`src/rtl/pwm_audio_out.sv`:
```
// rtl/pwm_audio_out.sv - FIFO-buffered fixed-frame PWM audio output with sample-rate strobe
module pwm_audio_out #(
    parameter int PWM_BITS   = 10,
    parameter int FIFO_DEPTH = 4
) (
    input  logic                               clk,
    input  logic                               rst,
    input  logic                               valid_in,
    input  logic signed [15:0]                 data_in,
    input  logic                               clear_flags,
    output logic                               sample_tick,
    output logic                               pwm_out,
    output logic [$clog2(FIFO_DEPTH+1)-1:0]    fifo_level,
    output logic                               underflow,
    output logic                               overflow
);

    localparam int AW = $clog2(FIFO_DEPTH);
    localparam int LW = $clog2(FIFO_DEPTH + 1);

    logic [PWM_BITS-1:0] pwm_cnt;
    logic [PWM_BITS-1:0] duty;
    logic [PWM_BITS-1:0] code;
    logic [PWM_BITS-1:0] mem [FIFO_DEPTH];
    logic [AW-1:0]       wr_ptr;
    logic [AW-1:0]       rd_ptr;
    logic                boundary;
    logic                empty;
    logic                full;
    logic                pop;
    logic                push;

    // Offset-binary code from the top PWM_BITS of the sample; truncation only.
    assign code     = {~data_in[15], data_in[14 -: PWM_BITS-1]};
    assign boundary = &pwm_cnt;
    assign empty    = (fifo_level == '0);
    assign full     = (fifo_level == LW'(FIFO_DEPTH));
    assign pop      = boundary & ~empty;
    // A pop in the same cycle frees a slot, so a push into a full FIFO is still accepted.
    assign push     = valid_in & (~full | pop);

    always_ff @(posedge clk) begin
        if (push) begin
            mem[wr_ptr] <= code;
        end
    end

    always_ff @(posedge clk or posedge rst) begin
        if (rst) begin
            pwm_cnt     <= '0;
            duty        <= {1'b1, {(PWM_BITS-1){1'b0}}};
            wr_ptr      <= '0;
            rd_ptr      <= '0;
            fifo_level  <= '0;
            sample_tick <= 1'b0;
            pwm_out     <= 1'b0;
            underflow   <= 1'b0;
            overflow    <= 1'b0;
        end else begin
            pwm_cnt     <= pwm_cnt + PWM_BITS'(1);
            sample_tick <= boundary;
            pwm_out     <= (pwm_cnt < duty);
            if (pop) begin
                duty   <= mem[rd_ptr];
                rd_ptr <= rd_ptr + AW'(1);
            end
            if (push) begin
                wr_ptr <= wr_ptr + AW'(1);
            end
            case ({push, pop})
                2'b10:   fifo_level <= fifo_level + LW'(1);
                2'b01:   fifo_level <= fifo_level - LW'(1);
                default: fifo_level <= fifo_level;
            endcase
            // Set events take priority over a coincident clear.
            underflow <= (boundary & empty) | (underflow & ~clear_flags);
            overflow  <= (valid_in & full & ~pop) | (overflow & ~clear_flags);
        end
    end

endmodule

```
`config.mk`:
```
export PLATFORM = sky130hd
export DESIGN_NAME = pwm_audio_out
export DESIGN_NICKNAME = d
export VERILOG_FILES = /design/src/rtl/pwm_audio_out.sv
export SDC_FILE = /design/constraint.sdc
export NUM_CORES = 1
export LEC_CHECK = 0
export ABC_AREA = 1
export CAP_MARGIN = 0
export CORE_ASPECT_RATIO = 1.5
export CORE_MARGIN = 2
export CORE_UTILIZATION = 61
export DETAILED_ROUTE_END_ITERATION = 7
export GPL_ROUTABILITY_DRIVEN = 0
export PLACE_DENSITY = 0.84
export SYNTH_ARGS = -nofsm -noshare
export SYNTH_HDL_FRONTEND = slang
export SYNTH_SLANG_ARGS = --single-unit
```
`constraint.sdc`:
```
create_clock -name clk -period 4.19 [get_ports clk]
set_clock_uncertainty 0.15 [all_clocks]
set_input_delay 1.0475 -clock clk [delete_from_list [all_inputs] [get_ports clk]]
set_output_delay 1.0475 -clock clk [all_outputs]
set_load 0.05 [all_outputs]
```
# Yosys cells after proc, flatten, opt, wreduce, memory -nomap -nowiden
# Memory sizes are Yosys's and may differ from the RTL's. A register that Yosys moved wholly into a read port is not among the register bits.
# Index checks and enable logic that the tools add are counted.
word_totals:
  regBits: 21
  ram_bits: 40
  inputBits: 20
  output_inout_bits: 7
  wordCells: 39
  mem_count: 1
classes:
  n_addsub: 5
  magnitude_cmp: 1
  n_eq_ne: 3
  n_mux: 3
  bitwise_logic: 15
  reduce_logical: 3
memory_table:
  columns: ["memory", "words", "width", "rd", "rd_ports_with_merged_regs", "wr", "line_no", "text"]
  rows:
  - ["mem", 4, 10, 1, 1, 1, "24", "logic [PWM_BITS-1:0] mem [FIFO_DEPTH];"]
op_table:
  columns: ["cell", "count"]
  rows:
  - ["$add A10 B1 Y10 const B", 1]
  - ["$lt A10 B10 Y1", 1]
  - ["$reduce_and A10 Y1", 1]
  - ["$and A1 B1 Y1", 7]
  - ["$pmux W3 S2", 1]
  - ["$not A1 Y1", 5]
  - ["$add A2 B1 Y2 const B", 2]
  - ["$add A3 B1 Y3 const B", 1]
  - ["$eq A3 B3 Y1 const B", 1]
  - ["$logic_not A3 Y1", 1]
  - ["$or A1 B1 Y1", 3]
  - ["$sub A3 B1 Y3 const B", 1]
  - ["$eq A2 B1 Y1 const B", 1]
  - ["$eq A2 B2 Y1 const B", 1]
  - ["$mux W1", 2]
  - ["$reduce_bool A2 Y1", 1]

# Longest topological paths before layout
# Gate-level depths: netlist (run 1).
logic_depth:
  depth_word: 7
  depth_mapped: 14
  mapped_depth_nobuf: 14

# Worst setup path after synthesis (run 1)
# No wires, ideal clock.
synth_timing:
  path_type: "input to register"
  startpoint: "input port valid_in"
  endpoint: "register fifo_level[2]"
  setup_time_ns: 0.114
  arrival_ns: 2.015
  t_required_ns: 3.926
  slack_ns: 1.912
  stages: 9
  n_path_buf: 0
  cell_sequence: "inv_1 nand3_4 fa_1 inv_1 nand2_2 nand2_2 nand3_1 nand2_1 inv_1"
synth_between:
  elab_chain_cells: 3
  elab_cells_between_ends: 5
  cone_classes: "eq/ne: 2; mux: 1; bitwise: 1; reduce/logical: 1"
synth_rtl:
  columns: ["element", "line_no", "text"]
  rows:
  - ["from (decl)", "8", "input logic valid_in,"]
  - ["$and A1 B1 Y1 *", "40", "assign push = valid_in & (~full | pop);"]
  - ["$eq A2 B1 Y1 / $eq A2 B2 Y1 (equally long branches)", "70", "case ({push, pop})"]
  - ["$pmux W3 S2 / $reduce_bool A2 Y1 (equally long branches)", null, null]
  - ["to (signal assigned)", "71", "2'b10: fifo_level <= fifo_level + LW'(1);"]
  - ["to (signal assigned)", "72", "2'b01: fifo_level <= fifo_level - LW'(1);"]
  - ["to (signal assigned)", "73", "default: fifo_level <= fifo_level;"]
  - ["to (decl)", "13", "output logic [$clog2(FIFO_DEPTH+1)-1:0] fifo_level,"]
# Every way passes the cells marked *; elsewhere a longest branch is shown, timed or not.
# A chain may end at the register's enable or synchronous reset.

# Worst setup path after layout (run 1)
layout_timing:
  startpoint: "register fifo_level[2]"
  endpoint: "output port fifo_level[2]"
# No word-level cell between the ends.

==> impl_results.md, run 1 <==
* Std cell rows at 31
* Wire length of the first global-routing pass at 8740 um
* Multi-input gate area at 977 um2
* Critical path required time at 2.99 ns
* Kind of cell adding the most delay to the critical path: buffers and inverters
* Pre-CTS setup slack at 1.36 ns
* Number of gates resized after cts at 0
* Critical path endpoint category: output port
* Synth area leader: edfxtp_1
* Clock root buffer master: clkbuf_8
* Filler instances at 354
* Max-slew violation count at 0
* Post-CTS Setup Bufs at 0
* Average wire length per cell after detail routing at 13.8 um
* Final Hold Slack at 0.330 ns
* Number of global-route vias before repair at 2,034
* Outcome: finished clean
* Worst hold path type: flop to flop
* Die footprint at 5720 um2
* Buffers and inverters on the worst path at 1
* Worst IR drop on VDD at 0.000519 V
* Area growth from synthesis to layout at 15.6%
* Final-report hold violation count at 0
* Share of the clock period used by the worst path after layout at 0.665
* Vias after detailed routing at 1,939
* Cells along the critical path: clkdlybuf4s50_1
* Num CTS Buffers at 9
* Pin count of the biggest net entering global routing at 32
* Per-cell via count in the routed design at 5.31
* Top-Level Pins at 27
* Starting density of the core at 0.639
* Most common flop cell mapped by yosys: edfxtp_1
* Summed negative setup slack over all endpoints at 0 ns
* Insertion delay to the later sink of the worst-skew pair at 0.34 ns
* Syn nets at 301
* Clock sinks at 71
* Worst Path Max Fanout at 5
* Proportion of layout cells with a drive suffix above 1 at 0.134
* Cell type of the slowest stage on the worst timing path: clkdlybuf4s50_1
* Core box area at 4890 um2
* Post-CTS clock slew at the launch and capture registers of the worst setup and hold paths at 0.08 ns
* Cells after Synth at 266
* Top cells by area in the synthesized netlist: edfxtp_1 (38%), dfrtp_1 (24%), ha_1 (5.6%)
* Minimum clock period after layout at 2.79 ns
* Max-cap violations at 0
* Count of buffers inserted at the top-level ports at 20
* EDFF count, synth at 40
* Die extent in y at 91.6 um
* Fmax at 359 MHz
* Cell area after technology mapping at 3120 um2
* # H-tree levels at 3
* Final WS setup at 1.40 ns
* Detailed placement HPWL at 3280 um
* Cell area reported after detailed placement at 3400 um2
* Number of register bits inferred by synthesis at 71
* Hold-fix buffer count after cts at 0
* Kind of critical path: flop to output port
* Antenna violation net count after detailed routing at 0
* Final setup vio count at 0
* Post-Synthesis Mean Instance Area at 11.7 um2
* Number of buffers on the longest clock path at 2
* Number of design-rule violations left by the first detailed-router iteration at 72
* Post-route design area at 3610 um2
* DRC at 0
* Number of distinct standard cells referenced by the synthesized netlist at 31
* CTS tree: yes
* Transition time of the tightest slew-check pin at 0.682 ns
* Number of inserted diodes at 0
* Startpoint Class: flop
* Sequential-to-total area share from yosys stat at 0.634
* Share of synthesized registers carrying an async set or reset at 0.437
* Number of synthesis warnings at 0
* Antenna violations before repair at 0
* Overall overflow remaining after global route at 0
* Global-route usage over all layers at 0.203
* Unrepaired setup endpoints after global routing: no
* Arrival time of data at the critical path endpoint at 1.59 ns
* Final Core Density at 0.738
* Number of nets at the end of the flow at 329
* Relative slew slack at 0.545
* Drt first pass iters at 4
* Slowest stage delay, CP at 0.83 ns
* Die boundary width at 62.4 um
* Register cell area after layout at 1980 um2
* Ratio of total power to cell area at 363 nW/um2
* Final routed wirelength across all metal layers at 5040 um
* Synth top area share at 0.385
* Leak pwr at 1.45 nW
[synthesized netlist by cell type, drive strengths merged (2+ instances only)]
library cell / instances
nand4: 3
clkbuf: 5
o22ai: 11
nor3: 2
xor2: 11
buf: 3
a21oi: 7
ha: 14
nand3: 10
dfrtp: 30
edfxtp: 40
o21ai: 29
inv: 34
nand2: 26
nor2: 34
[cells by family after synthesis]
family,count (synthesis),synth area share
xor+xnor,12,0.0337
fa+ha+maj,15,0.0625
compound gates,50,0.0870
simple gates,76,0.130
flops,71,0.634
buf+inv,42,0.0533
[sequential cells by signal (all words and copies together) (netlist names)]
name	flops
wr_ptr	2
overflow	1
underflow	1
rd_ptr	2
fifo_level	3
pwm_cnt	10
mem	40
sample_tick	1
pwm_out	1
duty	10
[per-stage QoR]
stage               power (mW)  std cells
floorplan                0.763        266
global placement         0.781        349
detailed placement       0.782        349
CTS                       1.32        365
global route              1.35        365
finish                    1.31        365
[layer usage]
layer,share of wire,global-route usage
met4,0.028,0.150
met1,0.41,0.238
met5,0,0
met3,0.032,0.0258
met2,0.53,0.340
[path summary, 6_finish.rpt]
check	from	to	slack (ns)	depth (start not counted)
min reg2reg	pwm_cnt[0]$_DFF_PP0_	pwm_cnt[0]$_DFF_PP0_	0.33	1
min	pwm_cnt[0]$_DFF_PP0_	pwm_cnt[0]$_DFF_PP0_	0.33	1
max in group asynchronous	rst	duty[9]$_DFFE_PP1N_	2.65	3
max	fifo_level[2]$_DFFE_PP0P_	fifo_level[2]	1.40	1
max reg2reg	pwm_cnt[1]$_DFF_PP0_	fifo_level[2]$_DFFE_PP0P_	2.00	13
min in group asynchronous	rst	overflow$_DFF_PP0_	0.92	3
[final cells by class]
class                      count  area share
sequential                    71       0.548
multi-input combinational    153       0.271
timing repair buffer          25      0.0659
inverter                      34      0.0354
clock buffer                   9      0.0343
tap                           66      0.0229
clock inverter                 7      0.0222
[power by group]
group	total, mW	internal, mW	switching (mW)
sequential	0.739	0.739	0.000298
combinational	0.0274	0.0130	0.0144
clock	0.544	0.280	0.263
[cells in the final DEF (no fill, tap or decap), drive strengths merged]
master / count
edfxtp: 40
inv: 36
nor2: 34
dfrtp: 30
o21ai: 29
nand2: 26
clkdlybuf4s50: 20
ha: 14
o22ai: 11
xor2: 11
nand3: 10
clkbuf: 9
a21oi: 7
buf: 5
nand4: 3
nor3: 2
clkinvlp: 2
clkinv: 2
xnor2: 1
nor4: 1
o21a: 1
o221ai: 1
a31oi: 1
fa: 1
bufinv: 1
dfstp: 1
Power figures use the tool's default switching activity.
==> run 2: changes to the inputs <==
Settings changed: CORE_UTILIZATION 61 to 51, PLACE_DENSITY 0.84 to 0.75.
Clock period 4.19 ns to 2.5 ns, I/O delays scaled along.
==> run 2 against run 1 <==
Compared with the run above: global-route usage down 2.7 points; cell count up 2.2%; critical endpoint unchanged; sequential share of layout area down 0.93 points; critical path depth unchanged; via count about the same; die area up 19%; register-to-register slack worse by 1.7 ns; power up 82%.
==> impl_results.md, run 2 (same netlist as run 1, synthesis figures left out) <==
* Outcome: finished clean
* Number of inserted diodes at 0
* Detailed placement HPWL at 3430 um
* Leak pwr at 1.48 nW
* Kind of critical path: flop to output port
* Starting density of the core at 0.532
* Final-report hold violation count at 0
* Commonest non-fill, non-tap cell in the layout: edfxtp_1
* Drt first pass iters at 4
* Transition time of the tightest slew-check pin at 0.599 ns
* Buffers and inverters on the worst path at 1
* Flip-flop count of the largest register after layout at 40
* Ratio of total power to cell area at 649 nW/um2
* Per-cell via count in the routed design at 5.20
* Most flops, register: mem
* Clock sinks at 71
* Antenna violations before repair at 0
* Register cell area after layout at 1980 um2
* Summed negative setup slack over all endpoints at 0 ns
* Kind of cell adding the most delay to the critical path: buffers and inverters
* Share of the clock period used by the worst path after layout at 0.944
* Arrival time of data at the critical path endpoint at 1.59 ns
* Final routed wirelength across all metal layers at 5060 um
* Cells along the critical path: clkdlybuf4s50_1
* Wire length of the first global-routing pass at 8680 um
* WP depth at 1
* Max-cap violations at 0
* Insertion delay to the later sink of the worst-skew pair at 0.34 ns
* Count of buffers inserted at the top-level ports at 20
* Final Core Density at 0.625
* Fmax at 424 MHz
* Final WS setup at 0.139 ns
* Final setup vio count at 0
* Critical path endpoint category: output port
* Cell type of the slowest stage on the worst timing path: clkdlybuf4s50_1
* Slowest stage delay, CP at 0.83 ns
* Pre-CTS setup slack at 0.121 ns
* Core box area at 5870 um2
* Worst IR drop on VDD at 0.000607 V
* Unrepaired setup endpoints after global routing: no
* Post-CTS clock slew at the launch and capture registers of the worst setup and hold paths at 0.08 ns
* Relative slew slack at 0.600
* Average wire length per cell after detail routing at 13.6 um
* Proportion of layout cells with a drive suffix above 1 at 0.140
* Vias after detailed routing at 1,940
* Pwr Total at 2.38 mW
* Startpoint Class: flop
* Number of nets at the end of the flow at 331
* Worst hold path type: flop to flop
* Multi-input gate area at 977 um2
* Top-Level Pins at 27
* Registers with the most flip-flops: mem: 40 flops, duty: 10 flops, pwm_cnt: 10 flops
* Number of design-rule violations left by the first detailed-router iteration at 78
* R2R cell count at 13
* Overall overflow remaining after global route at 0
* Minimum clock period after layout at 2.36 ns
* Most frequent cells in the layout: edfxtp_1 (40), inv_1 (33), nor2_1 (30), dfrtp_1 (30), o21ai_0 (27)
* Die boundary width at 67.9 um
* Number of global-route vias before repair at 1,955
* Antenna violation net count after detailed routing at 0
* Filler instances at 457
* CTS tree: yes
* Post-CTS Setup Bufs at 0
* Global-route usage over all layers at 0.176
* Die footprint at 6780 um2
* Std cell rows at 34
* Num CTS Buffers at 9
* # H-tree levels at 3
* Pin count of the biggest net entering global routing at 32
* Max-slew violation count at 0
* Die extent in y at 99.8 um
* Number of gates resized after cts at 0
* DRC at 0
* Hold-fix buffer count after cts at 0
* Critical path required time at 1.73 ns
* Area growth from synthesis to layout at 17.6%
* Worst Path Max Fanout at 5
* Number of buffers on the longest clock path at 2
* Hold-critical path depth at 1
* Clock root buffer master: clkbuf_8
-- run 2: cell types whose count changed in the layout (fill, tap and decap cells not counted), sizes merged --
cell      before  now
buf            5    7
bufinv         1    3
clkinvlp       2    1
inv           36   35
-- run 2: path summary, 6_finish.rpt --
path	start	endpoint	slack (ns)
setup reg to reg	pwm_cnt[0]$_DFF_PP0_	fifo_level[2]$_DFFE_PP0P_	0.34
hold reg to reg	pwm_cnt[0]$_DFF_PP0_	pwm_cnt[0]$_DFF_PP0_	0.34
min in group asynchronous	rst	fifo_level[0]$_DFFE_PP0P_	0.51
hold / removal	pwm_cnt[0]$_DFF_PP0_	pwm_cnt[0]$_DFF_PP0_	0.34
setup / recovery	fifo_level[2]$_DFFE_PP0P_	fifo_level[2]	0.14
max in group asynchronous	rst	duty[9]$_DFFE_PP1N_	1.38
-- run 2: per-stage QoR --
step,hold WS [ns],std cells,instance area [um2]
2_1_floorplan,0.288,266,3120
3_3_place_gp,0.316,357,3430
3_5_place_dp,0.323,357,3430
4_1_cts,0.334,373,3670
5_1_grt,0.375,373,3670
6_report,0.340,373,3670
-- run 2: final cells by class --
cell class	count	area share
inverters	34	0.0348
clock buffers	9	0.0338
flip-flops and latches	71	0.539
well taps	72	0.0245
repair buffers	27	0.0689
clock inverters	7	0.0327
multi-input cells	153	0.266
-- run 2: layer usage --
layer  track usage  part of all wire  vias to the layer above  routed length [um]
li1              -                 -                      961                   -
met1         0.204              0.42                      936                2100
met2         0.300              0.53                       31                2700
met3        0.0471             0.031                       12                 158
met4        0.0738             0.019                        0                  95
met5             0                 0                        -                   0
-- run 2: report_power, final --
group | internal [mW] | leakage, nW | switching, mW
clock network | 0.666 | 0.120 | 0.430
logic | 0.0218 | 0.605 | 0.0244
registers | 1.24 | 0.756 | 0.000515
==> run 3: changes to the inputs <==
Settings changed: HOLD_SLACK_MARGIN set to 0.15.
==> results of run 3 <==
Same layout as run 2: the final DEF is identical, and so are final timing and power.
